==> config.mk <==
export PLATFORM = sky130hd
export DESIGN_NAME = instruction_sequencer
export DESIGN_NICKNAME = d
export VERILOG_FILES = /design/src/rtl/instruction_sequencer.sv
export SDC_FILE = /design/constraint.sdc
export NUM_CORES = 1
export LEC_CHECK = 0
export CAP_MARGIN = 20
export CORE_UTILIZATION = 40
export CTS_CLUSTER_DIAMETER = 200
export DETAILED_ROUTE_END_ITERATION = 8
export GPL_TIMING_DRIVEN = 0
export HOLD_SLACK_MARGIN = 0.12
export SLEW_MARGIN = 20
export SYNTH_ARGS = -nofsm -noshare
export SYNTH_HDL_FRONTEND = slang
export SYNTH_SLANG_ARGS = --single-unit
==> constraint.sdc <==
create_clock -name i_clk -period 5.4 [get_ports i_clk]
set_input_delay 0.54 -clock i_clk [delete_from_list [all_inputs] [get_ports i_clk]]
set_output_delay 0.54 -clock i_clk [all_outputs]
set_load 0.02 [all_outputs]
==> src/rtl/instruction_sequencer.sv <==
// Text-mode instruction sequencer: queues host instructions in a small FIFO, decodes them,
// and drives cursor/colour state and framebuffer writes through a request/grant port.
module instruction_sequencer #(
    parameter int COLS   = 80,
    parameter int ROWS   = 30,
    parameter int ADDR_W = 12,
    parameter int DEPTH  = 4
) (
    input  logic              i_clk,
    input  logic              i_reset,
    input  logic [31:0]       i_instruction,
    input  logic              i_valid,
    output logic              o_full,
    output logic              o_busy,
    output logic              o_overflow,
    output logic              o_bad_op,
    output logic              o_fb_we,
    output logic [ADDR_W-1:0] o_fb_addr,
    output logic [15:0]       o_fb_data,
    input  logic              i_fb_gnt
);
    localparam int PTR_W = (DEPTH > 1) ? $clog2(DEPTH) : 1;
    localparam int CX_W  = (COLS > 1) ? $clog2(COLS) : 1;
    localparam int CY_W  = (ROWS > 1) ? $clog2(ROWS) : 1;

    localparam logic [ADDR_W-1:0] LAST_ADDR = ADDR_W'(COLS * ROWS - 1);
    localparam logic [CX_W-1:0]   LAST_X    = CX_W'(COLS - 1);
    localparam logic [CY_W-1:0]   LAST_Y    = CY_W'(ROWS - 1);
    localparam logic [PTR_W:0]    FULL_CNT  = (PTR_W + 1)'(DEPTH);

    localparam logic [1:0] ST_IDLE  = 2'd0;
    localparam logic [1:0] ST_EXEC  = 2'd1;
    localparam logic [1:0] ST_WRITE = 2'd2;
    localparam logic [1:0] ST_CLEAR = 2'd3;

    localparam logic [7:0] OP_NOP       = 8'h00;
    localparam logic [7:0] OP_SET_X     = 8'h01;
    localparam logic [7:0] OP_SET_Y     = 8'h02;
    localparam logic [7:0] OP_PUT_CHAR  = 8'h03;
    localparam logic [7:0] OP_CLEAR     = 8'h04;
    localparam logic [7:0] OP_SET_COLOR = 8'h05;

    // Only opcode and arg0 are stored; the reserved upper half is ignored.
    logic [15:0]       fifo_mem [DEPTH];
    logic [15:0]       instr_reg;
    logic [PTR_W-1:0]  wr_ptr_reg, rd_ptr_reg;
    logic [PTR_W:0]    count_reg;
    logic [1:0]        state_reg;
    logic              valid_d_reg;
    logic              overflow_reg, bad_op_reg, fb_we_reg;
    logic [ADDR_W-1:0] fb_addr_reg;
    logic [15:0]       fb_data_reg;
    logic [CX_W-1:0]   cursor_x_reg;
    logic [CY_W-1:0]   cursor_y_reg;
    logic [7:0]        colour_reg;

    logic              reserved_unused;
    logic              push_req, push, pop, full;
    logic [7:0]        opcode, arg0;
    logic [ADDR_W-1:0] cell_addr;

    assign reserved_unused = ^i_instruction[31:16];
    assign full      = (count_reg == FULL_CNT);
    assign pop       = (state_reg == ST_IDLE) && (count_reg != '0);
    assign push_req  = i_valid && !valid_d_reg;
    // A full FIFO still accepts a push when the head is popped in the same cycle.
    assign push      = push_req && (!full || pop);
    assign opcode    = instr_reg[7:0];
    assign arg0      = instr_reg[15:8];
    assign cell_addr = ADDR_W'(cursor_y_reg) * ADDR_W'(COLS) + ADDR_W'(cursor_x_reg);

    always_ff @(posedge i_clk) begin
        if (push) fifo_mem[wr_ptr_reg] <= i_instruction[15:0];
        if (pop)  instr_reg <= fifo_mem[rd_ptr_reg];
    end

    always_ff @(posedge i_clk) begin
        if (i_reset) begin
            wr_ptr_reg   <= '0;
            rd_ptr_reg   <= '0;
            count_reg    <= '0;
            state_reg    <= ST_IDLE;
            valid_d_reg  <= 1'b0;
            overflow_reg <= 1'b0;
            bad_op_reg   <= 1'b0;
            fb_we_reg    <= 1'b0;
            fb_addr_reg  <= '0;
            fb_data_reg  <= 16'h0F00;
            cursor_x_reg <= '0;
            cursor_y_reg <= '0;
            colour_reg   <= 8'h0F;
        end else begin
            valid_d_reg  <= i_valid;
            overflow_reg <= push_req && full && !pop;
            bad_op_reg   <= 1'b0;
            if (push) wr_ptr_reg <= wr_ptr_reg + 1'b1;
            if (pop)  rd_ptr_reg <= rd_ptr_reg + 1'b1;
            case ({push, pop})
                2'b10:   count_reg <= count_reg + 1'b1;
                2'b01:   count_reg <= count_reg - 1'b1;
                default: count_reg <= count_reg;
            endcase

            case (state_reg)
                ST_IDLE: begin
                    if (pop) state_reg <= ST_EXEC;
                end
                ST_EXEC: begin
                    state_reg <= ST_IDLE;
                    case (opcode)
                        OP_NOP: state_reg <= ST_IDLE;
                        OP_SET_X: begin
                            if (32'(arg0) < COLS) cursor_x_reg <= CX_W'(arg0);
                            else                  cursor_x_reg <= LAST_X;
                        end
                        OP_SET_Y: begin
                            if (32'(arg0) < ROWS) cursor_y_reg <= CY_W'(arg0);
                            else                  cursor_y_reg <= LAST_Y;
                        end
                        OP_PUT_CHAR: begin
                            fb_addr_reg <= cell_addr;
                            fb_data_reg <= {colour_reg, arg0};
                            fb_we_reg   <= 1'b1;
                            state_reg   <= ST_WRITE;
                        end
                        OP_CLEAR: begin
                            fb_addr_reg <= '0;
                            fb_data_reg <= {colour_reg, arg0};
                            fb_we_reg   <= 1'b1;
                            state_reg   <= ST_CLEAR;
                        end
                        OP_SET_COLOR: colour_reg <= arg0;
                        default:      bad_op_reg <= 1'b1;
                    endcase
                end
                ST_WRITE: begin
                    if (i_fb_gnt) begin
                        fb_we_reg <= 1'b0;
                        state_reg <= ST_IDLE;
                        if (cursor_x_reg == LAST_X) begin
                            cursor_x_reg <= '0;
                            cursor_y_reg <= (cursor_y_reg == LAST_Y) ? '0 : cursor_y_reg + 1'b1;
                        end else begin
                            cursor_x_reg <= cursor_x_reg + 1'b1;
                        end
                    end
                end
                default: begin
                    // Clear sweep: the address only advances on granted cycles.
                    if (i_fb_gnt) begin
                        if (fb_addr_reg == LAST_ADDR) begin
                            fb_we_reg    <= 1'b0;
                            state_reg    <= ST_IDLE;
                            cursor_x_reg <= '0;
                            cursor_y_reg <= '0;
                        end else begin
                            fb_addr_reg <= fb_addr_reg + 1'b1;
                        end
                    end
                end
            endcase
        end
    end

    assign o_full     = full;
    assign o_busy     = (count_reg != '0) || (state_reg != ST_IDLE);
    assign o_overflow = overflow_reg;
    assign o_bad_op   = bad_op_reg;
    assign o_fb_we    = fb_we_reg;
    assign o_fb_addr  = fb_addr_reg;
    assign o_fb_data  = fb_data_reg;
endmodule

* Word level (Yosys, flattened, before mapping)
Memories as Yosys holds them, arrays and structs flattened. A register that Yosys moved wholly into a read port is not among the register bits.
Index checks and enable logic that the tools add are counted.
Widths: inputs -> output; s select.
** Storage, ports and cells
- Register bits :: 61
- Word-level logic and storage cells :: 113
- Memories kept :: 1
- Bits in writable memories :: 64
** Memory list
- fifo_mem :: words 4, bits a word 16, rd ports 1, clocked after memory_dff 1, write ports 1, RTL line 44 : logic [15:0] fifo_mem [DEPTH];
** Cells by class
- Equality and inequality tests :: 21
- Magnitude comparators :: 2
- $add $sub $neg :: 8
- Reduce and logical (&&, ||, !) cells :: 30
- Bitwise gates (word level) :: 3
- Muxes and demuxes :: 34
- Multiply operators :: 1
** Operators by type and width (count)
- $pmux 12 s2 :: 2
- $mux 7 :: 6
- $mux 5 :: 7
- $mux 12 :: 2
- $pmux 7 s3 :: 1
- $eq 8x2->1 const B :: 2
- $eq 8x3->1 const B :: 2
- $pmux 5 s3 :: 1
- $add 12x1->12 const B :: 1
- $add 12x7->12 :: 1
- $eq 12x12->1 const B :: 1
- $reduce_and 5->1 :: 2
- $reduce_bool 3->1 :: 3
- $eq 8x1->1 const B :: 1
- $logic_not 8->1 :: 1
- $lt 8x5->1 const B :: 1
- $lt 8x7->1 const B :: 1
- $mul 5x3->8 const B :: 1
- $mux 2 :: 4
- $ne 2x2->1 const B :: 4
- $reduce_and 4->1 :: 2
- $add 7x1->7 const B :: 1
- $eq 7x7->1 const B :: 1
- $mux 1 :: 7
- other kinds (25) :: 44

* Logic depth before layout (Yosys ltp)
Gate-level depths: netlist (run 1).
- Word-level depth :: 6
- Gate-level depth with buffers :: 10
- Gate-level depth less buffers :: 9

* Worst setup path before layout (run 1)
No wires, ideal clock.
- Path type :: register -> register
- Start :: reg state_reg[1]
- End :: reg count_reg[2]
- Data arrival time :: 2.551 ns
- Library setup time :: 0.134 ns
- Buffers on the path :: 2
- Stages on the path, launching flop included :: 11
- Required time :: 5.266 ns
- Slack :: 2.714 ns
- Period minus slack after synthesis :: 2.686 ns
- Path through :: dfxtp_1 > inv_1 > ha_1 > buf_2 > o31a_1 > clkbuf_1 > nand2_1 > fa_1 > nor4_1 > o21a_1 > nor3_1
** Between the ends
- Cells in the longest elaborated chain, start to end :: 6
** RTL lines
- start, declared :: RTL line 48 : logic [1:0] state_reg;
- start signal, assigned :: RTL line 82 : state_reg <= ST_IDLE;
- start signal, assigned :: RTL line 106 : if (pop) state_reg <= ST_EXEC;
- start signal, assigned :: RTL line 109 : state_reg <= ST_IDLE;
- $logic_not 2->1 * :: RTL line 64 : assign pop = (state_reg == ST_IDLE) && (count_reg != '0);
- $logic_and 1x1->1 * :: RTL line 64
- via pop :: RTL line 58 : logic push_req, push, pop, full;
- $logic_or 1x1->1 :: RTL line 67 : assign push = push_req && (!full || pop);
- $logic_and 1x1->1 :: RTL line 67
- $eq 2x1->1 / $eq 2x2->1 (equally long branches) :: RTL line 98 : case ({push, pop})
- $pmux 3 s2 / $reduce_bool 2->1 (equally long branches)
- end signal, assigned :: RTL line 99 : 2'b10: count_reg <= count_reg + 1'b1;
- end signal, assigned :: RTL line 100 : 2'b01: count_reg <= count_reg - 1'b1;
- end signal, assigned :: RTL line 101 : default: count_reg <= count_reg;
- end, declared :: RTL line 47 : logic [PTR_W:0] count_reg;
Mark *: on every way through the listed nets, which the timed path passes. The rest lies on a longest branch.
A chain may end at the register's enable or synchronous reset.

* Worst setup path after layout (run 1)
Ends and elaborated chain as after synthesis.

==> flow_summary.toml, run 1 <==
[logic_synthesis]
synth_top_family_by_area = "simple AND/OR/NAND/NOR gates"
synth_common_cells = "edfxtp_1, dfxtp_1, nand2_1"
syn_nets = 602
yosys.area_share.xor_xnor_pct = 2.75
synthAdderAreaFrac_pct = 4.74
synth-async-reset-ratio_pct = 0
synth_area_leader_cell = "edfxtp_1"
yosysMostFrequentCell = "edfxtp_1"
synth-simple-area-share_pct = 14.4
synthTopCellsByArea = "edfxtp_1, dfxtp_1, mux4_2"
synth-edff-count = 80
synth-compound-area-share_pct = 13.0
yosys_register_bits = 141
synthFlopType = "edfxtp_1"
yosysWarnings = 0
syn_area_mm2 = 0.00655
synth_top_area_share_pct = 36.7
seq_area_frac_synth_pct = 55.3
synthMuxAreaShare_pct = 6.74
syn_area_per_cell_um2 = 12.1
yosysUniqueCellTypes = 73
synth_cells = 543

[floorplanning]
io-pin-count = 69
die_h_um = 130
start_util_pct = 41.1
die_area_mm2 = 0.0169
die_w_um = 130
core-area_mm2 = 0.0159
rows = 46

[power]
ir_drop_mv = 0.241
p_total_mw = 3.37
p_per_area_mw_per_mm2 = 425
p_leak_nw = 2.70

[job]
cap_violations = 0

[global_route]
grt_usage_pct = 18.5
grt_antenna_before_repair = 0
grt-ovfl-total = 0
grt_max_degree = 24
grt_pass1_wl_um = 23300
grt_pass1_vias = 4565

[timing]
slew_viol_final = 0
max_freq_mhz = 377
finalHoldViolCount = 0
period_needed_ns = 2.66
setup_tns_ns = 0
worst_pin_slew_ns = 0.987
setup_viol = 0
slew_headroom_pct = 33.1
period_share_pct = 49.2
fin_skew_ns = 0.0182
rsz0062_at_grt = "no"

[clock_tree]
clk_latency_ns = 0.43
postCtsSetupBuffers = 0
clk_pin_slew_ns = 0.07
clkSinkCount = 141
cts_tree = "done"
htree_levels = 4
holdBufCountCts = 0
cts_max_path_buffers = 2
cts_buffers = 17
root_buffer = "clkbuf_16"
cts_resized = 0

[detailed_routing]
wl_per_cell_um = 16.9
vias = 4504
drt_pre_antenna_iters = 5
routed_wl_um = 14200
drt_iter0_markers = 213
antenna_left = 0
drc_errors = 0
vias_per_cell = 5.35

[worst_setup_path]
worstPathRequired_ns = 5.70
critPathMaxFanout = 23
worstSetupPathType = "flip-flop to flip-flop"
reg2regPathDepth = 10
cp-start-kind = "flip-flop"
arrival_ns = 2.95
cp-end-kind = "flip-flop"

[layout]
fin_nets = 672
utilization_pct = 49.7
num_antenna_cells = 0
syn_to_final_growth_pct = 20.9
layout-drive-gt1-share_pct = 12.5
largest_register_ff_count = 64
finalNonFillerCells = 842

[placement]
hpwl_um = 9850
place_inst = 810
globalplace.congestion = 0.856
place.port_buffers = 51

[min_path]
hp-class = "primary input to flip-flop"
hold_depth = 2

[outcome]
status = "finished, final reports clean"
## cells by family (layout without fill, tap and decap cells)
kind of cell	after synthesis	count (layout)
AOI/OAI and AO/OA	115	115
xor gates and xnor gates	19	19
muxes	24	24
DFF	141	141
adders and majority gates	23	23
and+or+nand+nor	176	176
buffers and inverters	45	128
## cell usage in the layout, fill, tap and decap left out, types with 4 or more instances in the layout
cell	count
buf_2	6
o22ai_1	5
mux4_2	16
xnor2_1	9
nand2b_1	11
a211o_1	8
clkbuf_1	17
inv_1	17
o21ai_0	10
o21a_1	7
mux2i_1	7
clkinv_4	4
nand3_1	20
xor2_1	9
a21oi_1	38
and3_1	6
and2_1	9
nand2_1	55
o211ai_1	5
nor2b_1	9
ha_1	20
nor2_1	28
edfxtp_1	80
dfxtp_1	61
clkbuf_16	17
clkdlybuf4s50_1	51
a22oi_1	4
nor3_1	7
a211oi_1	5
## final timing paths
check	startpoint	end	slack, ns
max	state_reg[1]	count_reg[2]	2.74
min	i_reset	valid_d_reg	0.45
max reg2reg	state_reg[1]	count_reg[2]	2.74
min reg2reg	o_fb_data[0]	o_fb_data[0]	0.45
## cell type report
cell class | count | area [µm²]
Multi-Input combinational cell | 357 | 2730
Inverter | 17 | 63.8
Timing Repair Buffer | 51 | 510
Fill cell | 1425 | 8020
Buffer | 28 | 136
Clock inverter | 15 | 161
Tap cell | 216 | 270
Clock buffer | 17 | 425
Sequential cell | 141 | 3620
## report_power, final
group          internal (mW)  leakage [nW]  switching, mW
clock                  0.686         0.284          0.474
sequential              1.31          1.23          0.133
combinational          0.320          1.19          0.450
total                   2.31          2.70           1.06
## critical path, cell delays in order, from the launching register on
cell and delay [ns]:
dfxtp_1 0.38, inv_1 0.11, ha_1 0.14, buf_2 0.21, o31a_1 0.16, clkbuf_2 0.45
nand2_1 0.14, fa_1 0.41, nor4_1 0.36, o21a_1 0.15, nor3_1 0.04
## per-stage QoR
step	hold WS (ns)	setup WS (ns)	cell area, µm²
global route	0.474	2.47	7920
CTS	0.443	2.27	7920
detailed placement	0.446	2.28	7330
global placement	0.446	2.39	7330
finish	0.447	2.74	7920
floorplan	0.427	2.71	6550
## per-layer routing
| metal | vias to the layer above | global-route usage [%] | share of wire [%] |
|---|---|---|---|
| met5 | - | 0 | 0 |
| met4 | 0 | 9.64 | 2.2 |
| met3 | 25 | 4.31 | 3.6 |
| met2 | 98 | 31.0 | 50 |
| met1 | 2211 | 22.4 | 44 |
| li1 | 2170 | - | - |
Power figures use the tool's default switching activity.
==> inputs of run 2 (changes only) <==
clock period = 2.4 ns   (was 5.4 ns; I/O delays follow)
==> run 2 against run 1 <==
Global-route usage about the same. Die area stayed put. Power rose by 130%. Final cell count grew 0.48%. Register-to-register slack worse by 2.7 ns. Clock power is 130% higher. Flip-flop and latch count stayed put. Sequential power up 130%. Critical path type unchanged. Largest cell class unchanged. Highest routed layer unchanged.
==> flow_summary.toml, run 2 (same netlist as run 1, synthesis figures left out) <==
[detailed_routing]
antenna_left = 0
drt_pre_antenna_iters = 4
routed_wl_um = 14600
wl_per_cell_um = 17.3
drc_errors = 0
vias_per_cell = 5.31
vias = 4495
drt_iter0_markers = 168

[worst_setup_path]
cp-start-kind = "flip-flop"
reg2regPathDepth = 10
r2r_setup_slack_ns = 0.08
worstSetupPathType = "flip-flop to flip-flop"
slowest_delay_ns = 0.40
worstPathRequired_ns = 2.74
cp_common_cell = "nor3_1"
path_cells = "inv_1 > ha_1 > buf_4 > o31a_1 > buf_12 > nand2_1 > fa_1 > nor4_2 > nor3_1 > nor3_1"
arrival_ns = 2.67
r2r_start = "state_reg[0]"
cp-end-kind = "flip-flop"
critPathMaxFanout = 23
r2r_end = "count_reg[2]"
worst_path_max_delay_cell = "fa_1"

[timing]
rsz0062_at_grt = "yes"
slew_headroom_pct = 53.3
slew_viol_final = 0
max_freq_mhz = 431
period_needed_ns = 2.32
worst_pin_slew_ns = 0.701
setup_viol = 0
finalHoldViolCount = 0
whs_ns = 0.153
period_share_pct = 96.7
fin_skew_ns = 0.00683

[clock_tree]
clk_pin_slew_ns = 0.06
htree_levels = 4
cts_tree = "done"
clk_latency_ns = 0.42
root_buffer = "clkbuf_16"
holdBufCountCts = 0
cts_buffers = 17
cts_max_path_buffers = 2
clkSinkCount = 141

[global_route]
grt-ovfl-total = 0
grt_pass1_vias = 4557
grt_antenna_before_repair = 0
grt_usage_pct = 18.6
grt_pass1_wl_um = 23300
grt_max_degree = 24

[min_path]
min_to = "valid_d_reg"
min_from = "i_reset"
hold_depth = 2
hp-class = "primary input to flip-flop"

[placement]
hpwl_um = 10100
place.port_buffers = 51
globalplace.congestion = 0.844

[layout]
layout_commonest_cell = "edfxtp_1"
num_antenna_cells = 0
mostFrequentLayoutCells = "edfxtp_1, nand2_1, dfxtp_1"
utilization_pct = 51.0
largest_register_ff_count = 64
layout-drive-gt1-share_pct = 17.3
fin_nets = 676
syn_to_final_growth_pct = 24.1

[floorplanning]
io-pin-count = 69
rows = 46
die_h_um = 130
die_area_mm2 = 0.0169
core-area_mm2 = 0.0159
die_w_um = 130
start_util_pct = 41.1

[power]
ir_drop_mv = 0.677
p_per_area_mw_per_mm2 = 960
p_leak_nw = 2.79

[outcome]
status = "finished, final reports clean"

[job]
cap_violations = 0
run 2: cell count changes in the layout (fill, tap and decap cells not counted), sizes merged:
| cell | before | now |
|---|---|---|
| buf | 10 | 15 |
| clkinv | 7 | 4 |
| inv | 21 | 23 |
| bufinv | 2 | 3 |
| clkbuf | 35 | 34 |
run 2: worst max path at each step:
| stage | startpoint | endpoint | slack, ns | depth (start not counted) |
|---|---|---|---|---|
| floorplan | state_reg[1] | count_reg[2] | 0.05 | 10 |
| global placement | state_reg[1] | count_reg[2] | -0.16 | 10 |
| detailed placement | state_reg[1] | count_reg[2] | -0.28 | 10 |
| CTS | cursor_y_reg[2] | o_fb_addr[9] | 0.003 | 9 |
| global route | state_reg[0] | count_reg[2] | -0.07 | 10 |
| finish | state_reg[0] | count_reg[2] | 0.08 | 10 |
run 2: cell type report:
class,instances,area [µm²]
clock inverters,15,185
plain buffers,28,158
repair buffers,55,541
clock buffers,17,425
multi-input cells,357,2840
inverters,17,63.8
flip-flops and latches,141,3640
well taps,216,270
fillers,1382,7820
run 2: per-stage QoR:
step	total power, mW	area [µm²]	std cells	setup WS, ns	TNS (ns)
floorplan	4.46	6550	543	0.0492	0
global route	8.16	8130	846	-0.0654	-0.117
detailed placement	5.02	7330	810	-0.284	-13.91
CTS	7.80	8000	842	0.00291	0
global placement	4.97	7330	810	-0.157	-7.60
finish	7.80	8130	846	0.0785	0
run 2: critical path: cells and delay by family, from the launching register on:
kind / cells / cell delay (ns)
AND/OR/NAND/NOR: 4 / 0.67
AO/OA/AOI/OAI: 1 / 0.22
buffers and inverters: 3 / 0.47
flip-flops: 1 / 0.35
adder cells (fa/ha/maj): 2 / 0.55
run 2: layer usage:
layer	vias up	routed length [µm]	share of wire, %	GRT usage, %
li1	2179	-	-	-
met1	2208	6430	44	22.5
met2	94	7440	51	31.0
met3	14	539	3.7	5.37
met4	0	209	1.4	7.80
met5	-	0	0	0
run 2: where the power goes:
group / switching [mW] / internal [mW] / leakage [nW]
registers: 0.321 / 2.93 / 1.24
clock network: 1.07 / 1.65 / 0.296
logic: 1.04 / 0.788 / 1.26
total: 2.43 / 5.37 / 2.79
run 2: what timing repair did:
item                                    CTS  global route
gates cloned                              0             0
endpoints found under the setup margin   77            85
pin swaps                                 0             7
gates resized for setup                  15            27
buffers inserted                          0             4
